[src/rtl/cache_tag_lookup_if.sv]
`default_nettype none
// ============================================================================
// Module   : cache_tag_lookup_if
// Brief    : Lookup/fill request and registered response bundle for the
//            4-way tag store.
// Revision : 1.0
// ============================================================================
interface cache_tag_lookup_if #(
    parameter int TAG_W = 8,
    parameter int IDX_W = 3
);
    logic             req_valid;
    logic [IDX_W-1:0] req_index;
    logic [TAG_W-1:0] req_tag;
    logic             fill_en;
    logic [IDX_W-1:0] fill_index;
    logic [TAG_W-1:0] fill_tag;
    logic             resp_valid;
    logic [3:0]       hit_oh;
    logic             resp_hit;
    logic [3:0]       resp_victim_oh;

    modport master (
        output req_valid, req_index, req_tag, fill_en, fill_index, fill_tag,
        input  resp_valid, hit_oh, resp_hit, resp_victim_oh
    );

    modport slave (
        input  req_valid, req_index, req_tag, fill_en, fill_index, fill_tag,
        output resp_valid, hit_oh, resp_hit, resp_victim_oh
    );
endinterface
`default_nettype wire

[src/rtl/cache_tag_lookup.sv]
`default_nettype none
// ============================================================================
// Module   : cache_tag_lookup
// Brief    : 4-way set-associative tag store with tree pseudo-LRU and a
//            registered one-hot hit vector.
// Revision : 1.0
// ============================================================================
module cache_tag_lookup #(
    parameter int TAG_W = 8,
    parameter int SETS  = 8,
    parameter int IDX_W = 3
) (
    input  wire logic          clk,
    input  wire logic          rst,
    cache_tag_lookup_if.slave  bus
);
    localparam int c_WAYS = 4;

    logic [TAG_W-1:0] r_tag   [SETS][c_WAYS];
    logic [3:0]       r_valid [SETS];
    logic [2:0]       r_plru  [SETS];   // {b2, b1, b0}

    logic             r_resp_valid;
    logic [3:0]       r_hit_oh;
    logic [3:0]       r_victim_oh;

    logic [3:0]       w_lk_valid;
    logic [2:0]       w_lk_plru;
    logic [3:0]       w_lk_hit;
    logic [3:0]       w_lk_victim;
    logic [3:0]       w_fill_valid;
    logic [2:0]       w_fill_plru;
    logic [3:0]       w_fill_hit;
    logic [3:0]       w_fill_way;

    // Lowest invalid way first, then walk the PLRU tree.
    function automatic logic [3:0] f_victim(input logic [3:0] v, input logic [2:0] p);
        logic [3:0] r;
        if (!v[0])      r = 4'b0001;
        else if (!v[1]) r = 4'b0010;
        else if (!v[2]) r = 4'b0100;
        else if (!v[3]) r = 4'b1000;
        else if (!p[0]) r = p[1] ? 4'b0010 : 4'b0001;
        else            r = p[2] ? 4'b1000 : 4'b0100;
        return r;
    endfunction

    function automatic logic [2:0] f_touch(input logic [2:0] p, input logic [3:0] way);
        logic [2:0] r;
        r = p;
        case (way)
            4'b0001: begin r[0] = 1'b1; r[1] = 1'b1; end
            4'b0010: begin r[0] = 1'b1; r[1] = 1'b0; end
            4'b0100: begin r[0] = 1'b0; r[2] = 1'b1; end
            4'b1000: begin r[0] = 1'b0; r[2] = 1'b0; end
            default: r = p;
        endcase
        return r;
    endfunction

    always_comb begin
        w_lk_valid   = r_valid[bus.req_index];
        w_lk_plru    = r_plru[bus.req_index];
        w_fill_valid = r_valid[bus.fill_index];
        w_fill_plru  = r_plru[bus.fill_index];
        w_lk_hit     = '0;
        w_fill_hit   = '0;
        for (int w = 0; w < c_WAYS; w++) begin
            w_lk_hit[w]   = w_lk_valid[w] && (r_tag[bus.req_index][w] == bus.req_tag);
            w_fill_hit[w] = w_fill_valid[w] && (r_tag[bus.fill_index][w] == bus.fill_tag);
        end
        w_lk_victim = f_victim(w_lk_valid, w_lk_plru);
        // Re-filling a resident tag rewrites its own way so no duplicate forms.
        w_fill_way  = (|w_fill_hit) ? w_fill_hit : f_victim(w_fill_valid, w_fill_plru);
    end

    // Tag contents are qualified by valid bits, so they need no reset.
    always_ff @(posedge clk) begin
        if (bus.fill_en) begin
            for (int w = 0; w < c_WAYS; w++) begin
                if (w_fill_way[w]) r_tag[bus.fill_index][w] <= bus.fill_tag;
            end
        end
    end

    always_ff @(posedge clk) begin
        if (rst) begin
            for (int s = 0; s < SETS; s++) begin
                r_valid[s] <= '0;
                r_plru[s]  <= '0;
            end
            r_resp_valid <= 1'b0;
            r_hit_oh     <= '0;
            r_victim_oh  <= '0;
        end else begin
            if (bus.req_valid && (|w_lk_hit)) begin
                r_plru[bus.req_index] <= f_touch(w_lk_plru, w_lk_hit);
            end
            // Placed after the lookup touch so a same-set fill takes precedence.
            if (bus.fill_en) begin
                r_valid[bus.fill_index] <= w_fill_valid | w_fill_way;
                r_plru[bus.fill_index]  <= f_touch(w_fill_plru, w_fill_way);
            end
            r_resp_valid <= bus.req_valid;
            r_hit_oh     <= bus.req_valid ? w_lk_hit    : 4'b0000;
            r_victim_oh  <= bus.req_valid ? w_lk_victim : 4'b0000;
        end
    end

    assign bus.resp_valid     = r_resp_valid;
    assign bus.hit_oh         = r_hit_oh;
    assign bus.resp_hit       = |r_hit_oh;
    assign bus.resp_victim_oh = r_victim_oh;
endmodule
`default_nettype wire

[src/flat_wrapper.sv]
// flat-port wrapper written by rule: the top's interface ports become plain ports
module cache_tag_lookup_flat 
#(
    parameter int TAG_W = 8,
    parameter int SETS  = 8,
    parameter int IDX_W = 3
)
  (clk, rst, bus_req_valid, bus_req_index, bus_req_tag, bus_fill_en, bus_fill_index, bus_fill_tag, bus_resp_valid, bus_hit_oh, bus_resp_hit, bus_resp_victim_oh);
  cache_tag_lookup_if #(.TAG_W(TAG_W), .IDX_W(IDX_W)) bus_i ();
  input  wire logic clk;
  input  wire logic rst;
  input wire logic [$bits(bus_i.req_valid)-1:0] bus_req_valid;
  input wire logic [$bits(bus_i.req_index)-1:0] bus_req_index;
  input wire logic [$bits(bus_i.req_tag)-1:0] bus_req_tag;
  input wire logic [$bits(bus_i.fill_en)-1:0] bus_fill_en;
  input wire logic [$bits(bus_i.fill_index)-1:0] bus_fill_index;
  input wire logic [$bits(bus_i.fill_tag)-1:0] bus_fill_tag;
  output wire logic [$bits(bus_i.resp_valid)-1:0] bus_resp_valid;
  output wire logic [$bits(bus_i.hit_oh)-1:0] bus_hit_oh;
  output wire logic [$bits(bus_i.resp_hit)-1:0] bus_resp_hit;
  output wire logic [$bits(bus_i.resp_victim_oh)-1:0] bus_resp_victim_oh;
  assign bus_i.req_valid = bus_req_valid;
  assign bus_i.req_index = bus_req_index;
  assign bus_i.req_tag = bus_req_tag;
  assign bus_i.fill_en = bus_fill_en;
  assign bus_i.fill_index = bus_fill_index;
  assign bus_i.fill_tag = bus_fill_tag;
  assign bus_resp_valid = bus_i.resp_valid;
  assign bus_hit_oh = bus_i.hit_oh;
  assign bus_resp_hit = bus_i.resp_hit;
  assign bus_resp_victim_oh = bus_i.resp_victim_oh;
  cache_tag_lookup #(.TAG_W(TAG_W), .SETS(SETS), .IDX_W(IDX_W)) u_core (.clk(clk), .rst(rst), .bus(bus_i));
endmodule
[config.mk]
export PLATFORM = sky130hd
export DESIGN_NAME = cache_tag_lookup_flat
export DESIGN_NICKNAME = d
export VERILOG_FILES = /design/src/rtl/cache_tag_lookup_if.sv /design/src/rtl/cache_tag_lookup.sv /design/src/flat_wrapper.sv
export SDC_FILE = /design/constraint.sdc
export NUM_CORES = 1
export LEC_CHECK = 0
export CAP_MARGIN = 30
export CORE_ASPECT_RATIO = 0.5
export CORE_MARGIN = 1.5
export CORE_UTILIZATION = 40
export DETAILED_ROUTE_END_ITERATION = 10
export GPL_TIMING_DRIVEN = 0
export HOLD_SLACK_MARGIN = 0.05
export PLACE_DENSITY = 0.53
export SLEW_MARGIN = 20
export SYNTH_ARGS = -nofsm -noshare
export SYNTH_HDL_FRONTEND = slang
export SYNTH_SLANG_ARGS = --single-unit
[constraint.sdc]
create_clock -name clk -period 11.4 [get_ports clk]
set_clock_uncertainty 0.1 [all_clocks]
set_input_delay 1.71 -clock clk [delete_from_list [all_inputs] [get_ports clk]]
set_output_delay 1.71 -clock clk [all_outputs]
set_load 0.01 [all_outputs]
======== Word level (Yosys, flattened, before mapping) ========
Memories as Yosys holds them, arrays and structs flattened.
Index checks and enable logic that the tools add are counted.
operators by class
  bitwise logic cells ..................... 5
  mux-type cells .......................... 62
  reductions and logical operators ........ 23
  equal/unequal tests ..................... 16
operators by type and width
  cell                count
  $eq 8x8->1          8
  $mux 4              11
  $mux 1              36
  $reduce_or 4->1     5
  $mux 3              6
  $pmux 1 s2          6
  $reduce_or 2->1     5
  $logic_and 1x1->1   9
  $reduce_or 3->1     3
  $eq 4x1->1 const B  2
  $eq 4x2->1 const B  2
  $eq 4x3->1 const B  2
  $eq 4x4->1 const B  2
  $mux 2              3
  $reduce_or 5->1     1
  $not 1->1           4
  $or 4x4->4          1
storage, ports and cells
  output and inout port bits .............. 10
  input port bits ......................... 26
  memories kept ........................... 3
  bits in writable memories ............... 312
  bits in registers ....................... 9
  logic and storage cells ................. 115
memories
  memory          depth  bits a word  read ports  clocked after Yosys merged registers in  wr ports  RTL line                text
  u_core.r_tag    8      32           2           0                                        1         cache_tag_lookup.sv:19  logic [TAG_W-1:0] r_tag [SETS][c_WAYS];
  u_core.r_valid  8      4            2           0                                        8         cache_tag_lookup.sv:20  logic [3:0] r_valid [SETS];
  u_core.r_plru   8      3            2           0                                        8         cache_tag_lookup.sv:21  logic [2:0] r_plru [SETS];

======== Depth between registers and ports, before layout ========
An unclocked memory read counts as a cell.
  depth in word-level cells ............... 14
  depth in mapped cells ................... 15
  gate-level depth less buffers ........... 10

======== Least setup slack after synthesis ========
OpenSTA, ideal clock, no wires.
  path type ............................... input -> register
  from .................................... in bus_fill_index[0]
  to ...................................... mem u_core.r_tag[4][10] (netlist bit) (enable)
  stages on the path ...................... 11
  path slack .............................. 6.263 ns
  required time ........................... 10.917 ns
  buffers on the path ..................... 3
  data arrival time ....................... 4.654 ns
  setup time .............................. 0.383 ns
  cell sequence ........................... buf_4 buf_2 buf_2 mux2i_1 o221ai_1 a222oi_1 xor2_1 and3_1 o41ai_2 nand2_1 nor3_1
on the way
  cells in the longest elaborated chain, start to end .. 11
  elaborated cells on any way between the ends .. 22
  those cells by class .................... eq/ne (4); mux (10); reduce/logical (5); memory (3)
RTL lines
  what                          RTL line                text
  start, declared               flat_wrapper.sv:16      input wire logic [$bits(bus_i.fill_index)-1:0] bus_fill_index;
  $mem_v2 8x3                   -
  $mux 4                        cache_tag_lookup.sv:44  else r = p[2] ? 4'b1000 : 4'b0100;
  $mux 4                        cache_tag_lookup.sv:43  else if (!p[0]) r = p[1] ? 4'b0010 : 4'b0001;
  $mux 4                        cache_tag_lookup.sv:42  else if (!v[3]) r = 4'b1000;
  $mux 4                        cache_tag_lookup.sv:41  else if (!v[2]) r = 4'b0100;
  $mux 4                        cache_tag_lookup.sv:40  else if (!v[1]) r = 4'b0010;
  $mux 4                        cache_tag_lookup.sv:39  if (!v[0]) r = 4'b0001;
  $mux 4                        cache_tag_lookup.sv:74  w_fill_way = (|w_fill_hit) ? w_fill_hit : f_victim(w_fill_valid, w_fill_plru);
  $mux 1                        cache_tag_lookup.sv:81  if (w_fill_way[w]) r_tag[bus.fill_index][w] <= bus.fill_tag;
  $mux 1                        cache_tag_lookup.sv:79  if (bus.fill_en) begin
  $mux 1 (implied by the code)  cache_tag_lookup.sv:81
  end, declared                 cache_tag_lookup.sv:19
Several ways; a longest one is shown, not always the timed one.

======== Worst setup path in the final report ========
  from .................................... in bus_fill_index[1]
  to ...................................... mem u_core.r_tag[1][11] (netlist bit) (enable)
The elaborated chain is that of the path after synthesis.

==> results.toml <==
[outcome]
outcome = "finished clean"

[power_and_ir_drop]
power.static_leakage_nw = 6.26
pwr-share-seq_pct = 46.5
p_clk_share_pct = 41.0
netSwitchingFraction_pct = 25.9
netSwitchingPower_mw = 0.738
vdd_ir_drop_max_mv = 0.0792
comb_power_share_pct = 12.5
power.density_cell_area_nw_per_um2 = 150
internal_power_mw = 2.11

[clock_tree]
clock_sinks = 321
cts-buffers-inserted = 34
cts_setup_buffers = 0
cts-root-buf = "sky130_fd_sc_hd__clkbuf_16"
cts_tree = "done"
path_clk_slew_ns = 0.06
count_of_instances_resized_after_the_clock_tree_is_built = 0
worst_skew_pair.late_latency_ns = 0.54
cts_hold_buffers = 0
clock_tree.htree_level_count = 2
max-clock-path-buffers = 3

[timing]
totalNegativeSetupSlack_ns = 0
report.final.setup_viol = 0
final_worst_path_period_share_pct = 60.7
finalHoldViolCount = 0
period_minus_slack_ns = 6.92
final.hold.worst_slack_ns = 0.734
tightest_slew_ns = 1.17
achievable_clock_frequency_ghz = 0.145
max_slew_margin_pct = 22.1
rsz0062_at_grt = "false"
final-max-slew-violation-count = 0

[setup_path]
worst-r2r-cell-count = 9
critical_path.top_delay_family = "buffers and inverters"
critical_path_fanout_max = 10
setup.reg_to_reg.worst_slack_ns = 6.76
reg2reg_to = "u_core.r_tag[4][27]"
crit_type = "input pin to flop"
kind_of_capture_point_of_the_worst_setup_path = "flop"
worst_setup_path_start_kind = "input pin"
crit_slowest_cell = "sky130_fd_sc_hd__nor2_1"
worstReg2RegStart = "u_core.r_tag[3][15]"
cp-endpoint = "u_core.r_tag[1][11]"
critical_path.max_stage_delay_ns = 0.90
cells_along_the_critical_path = "clkdlybuf4s50_1, buf_2, buf_2, buf_2, mux2_2, a32o_1, a21oi_1, a31o_2, nand3_1, o41ai_2, nand2_1, nor2_1"
cp.depth = 12
critical_path.startpoint = "bus_fill_index[1]"
crit_arrival_ns = 6.97
timing.critical_path.required_ns = 11.46
cpMostUsedCell = "sky130_fd_sc_hd__buf_2"
worstPathBufferInverterCount = 4

[final_layout]
post_layout_nonfiller_instances = 1822
drive_above_1_share_pct = 20.5
post-route-util_pct = 46.8
layout.cells.most_common = "sky130_fd_sc_hd__edfxtp_1"
most-common-layout-cells = "312 x sky130_fd_sc_hd__edfxtp_1, 85 x sky130_fd_sc_hd__a22oi_1, 75 x sky130_fd_sc_hd__nor2_1, 67 x sky130_fd_sc_hd__mux4_2, 59 x sky130_fd_sc_hd__nand2_1"
syn_to_final_growth_pct = 15.2
finish.net_count = 1283

[global_route]
overflow = 0
grt_pass1_vias = 11693
maximum_number_of_pins_on_one_net_before_global_route_repair = 39
grt_util_all_layers_pct = 31.3
grt_first_pass_wirelength_um = 91300
number_of_antenna_violations_at_the_first_check_in_global_routing = 2

[drt]
met3_wirelength_um = 8720
detailedRoute.firstPassIterationCount = 6
routed_wire_length_per_instance_um = 36.2
vias_per_cell = 6.74
drt_iter0_markers = 1849
detail_route.wirelength_um = 66000
drt-met1-wl_um = 27500
drc = 0
drt.antenna.violating_nets = 0
vias = 12276
top_signal_layer_used = "met5"
met2RoutedLength_um = 27300

[synth]
synth-edff-count = 312
postSynth.topFlopCell = "sky130_fd_sc_hd__edfxtp_1"
muxShareOfSynthArea_pct = 14.3
yosys_warnings = 0
synth.lib_cells_used.distinct = 85
yosysSeqAreaShare_pct = 58.2
post_synth_and_or_nand_nor_area_fraction_pct = 9.87
avgSynthCellArea_um2 = 14.2
synth-compound-area-share_pct = 11.8
synthesis.area_um2 = 16400
syn_nets = 1178
synth_async_sr_flop_share_pct = 0
synth_adder_area_share_pct = 0
synth_top_family_by_area = "multiplexers"
yosys_register_bits = 321
syn_inst = 1152
synth_xor_xnor_area_share_pct = 2.88

[placed_design]
final_replace_weighted_congestion = 0.993
dp_hpwl_um = 46500
placedCellCount = 1755
port-buffer-count = 32

[floorplan]
coreArea_um2 = 40400
initial_core_util_pct = 40.6
rows = 52
die_h_um = 146
design.portCount = 36
floorplan.die_area_um2 = 42300
dieWidth_um = 289

[flow_run]
timing.max_cap.violations = 0

[hold_path]
hold_class = "flop to flop"
## kinds of logic after synthesis
kind of cell    count (synthesis)
compound gates                241
xor+xnor                       54
buf+inv                        90
flops                         321
mux                           147
simple gates                  299
## power by group through the flow
stage | logic, mW | registers (mW) | clock network [mW]
finish | 0.356 | 1.32 | 1.17
global route | 0.365 | 1.32 | 1.21
CTS | 0.342 | 1.32 | 1.17
detailed placement | 0.341 | 1.35 | 0
global placement | 0.333 | 1.35 | 0
floorplan | 0.193 | 1.34 | 0
## sequential cells by signal (all words and copies together) (netlist names)
register / flops
u_core.bus.resp_valid: 1
u_core.bus.hit_oh: 4
u_core.r_valid: 32
u_core.r_tag: 256
u_core.bus.resp_victim_oh: 4
u_core.r_plru: 24
## synth_stat cells (10+ instances only)
cell / instances / area (um2)
sky130_fd_sc_hd__nand2b_1: 18 / 113
sky130_fd_sc_hd__a221oi_1: 13 / 114
sky130_fd_sc_hd__xnor2_1: 27 / 236
sky130_fd_sc_hd__inv_1: 10 / 37.5
sky130_fd_sc_hd__mux2i_1: 57 / 571
sky130_fd_sc_hd__xor2_1: 27 / 236
sky130_fd_sc_hd__o22ai_1: 22 / 138
sky130_fd_sc_hd__mux4_2: 67 / 1510
sky130_fd_sc_hd__a221o_1: 12 / 120
sky130_fd_sc_hd__edfxtp_1: 312 / 9370
sky130_fd_sc_hd__nand3_1: 22 / 110
sky130_fd_sc_hd__mux2_2: 17 / 191
sky130_fd_sc_hd__a21oi_1: 17 / 85.1
sky130_fd_sc_hd__clkbuf_1: 20 / 75.1
sky130_fd_sc_hd__nand4_1: 18 / 113
sky130_fd_sc_hd__nor4_1: 11 / 68.8
sky130_fd_sc_hd__nor2_1: 78 / 293
sky130_fd_sc_hd__or3_1: 12 / 75.1
sky130_fd_sc_hd__buf_2: 31 / 155
sky130_fd_sc_hd__a22o_1: 14 / 123
sky130_fd_sc_hd__nor3_1: 13 / 65.1
sky130_fd_sc_hd__a22oi_1: 85 / 638
sky130_fd_sc_hd__nand2_1: 59 / 221
sky130_fd_sc_hd__buf_6: 11 / 124
## tightest hold or removal path, stage by stage (launching register included)
cell and delay (ns):
sky130_fd_sc_hd__edfxtp_1 0.35, sky130_fd_sc_hd__a22oi_1 0.07, sky130_fd_sc_hd__and4_1 0.19, sky130_fd_sc_hd__a31oi_1 0.14, sky130_fd_sc_hd__nor2_1 0.04
## routing by layer
layer / global-route usage, % / up-vias
met5: 0 / -
met4: 11.2 / 4
met3: 10.6 / 149
met2: 43.2 / 902
met1: 45.6 / 6291
li1: - / 4930
## how the worst min path moves through the flow
stage | startpoint | endpoint | slack (ns) | cells after the start
floorplan | u_core.r_plru[3][2] | u_core.bus.resp_victim_oh[2] | 0.63 | 5
global placement | u_core.r_plru[5][1] | u_core.bus.resp_victim_oh[0] | 0.73 | 4
detailed placement | u_core.r_plru[5][1] | u_core.bus.resp_victim_oh[0] | 0.71 | 4
CTS | u_core.r_plru[5][1] | u_core.bus.resp_victim_oh[0] | 0.72 | 4
global route | u_core.r_plru[5][1] | u_core.bus.resp_victim_oh[0] | 0.78 | 4
finish | u_core.r_plru[5][1] | u_core.bus.resp_victim_oh[0] | 0.73 | 4
## layout make-up
cell class | count | area, um2
Fill cell | 3509 | 21500
Sequential cell | 321 | 9550
Multi-Input combinational cell | 741 | 6420
Clock buffer | 39 | 891
Tap cell | 540 | 676
Timing Repair Buffer | 69 | 631
Buffer | 79 | 452
Clock inverter | 21 | 241
Inverter | 11 | 41.3
Antenna cell | 1 | 2.50
## metrics by stage
stage	setup slack [ns]	total power, mW	instance area, um2
after floorplan	6.26	1.54	16400
after global placement	3.23	1.68	17400
after detailed placement	4.00	1.69	17700
after CTS	4.56	2.83	18900
after global routing	4.43	2.90	18900
final	4.48	2.84	18900
No activity file was read; power rests on OpenSTA's default activity.
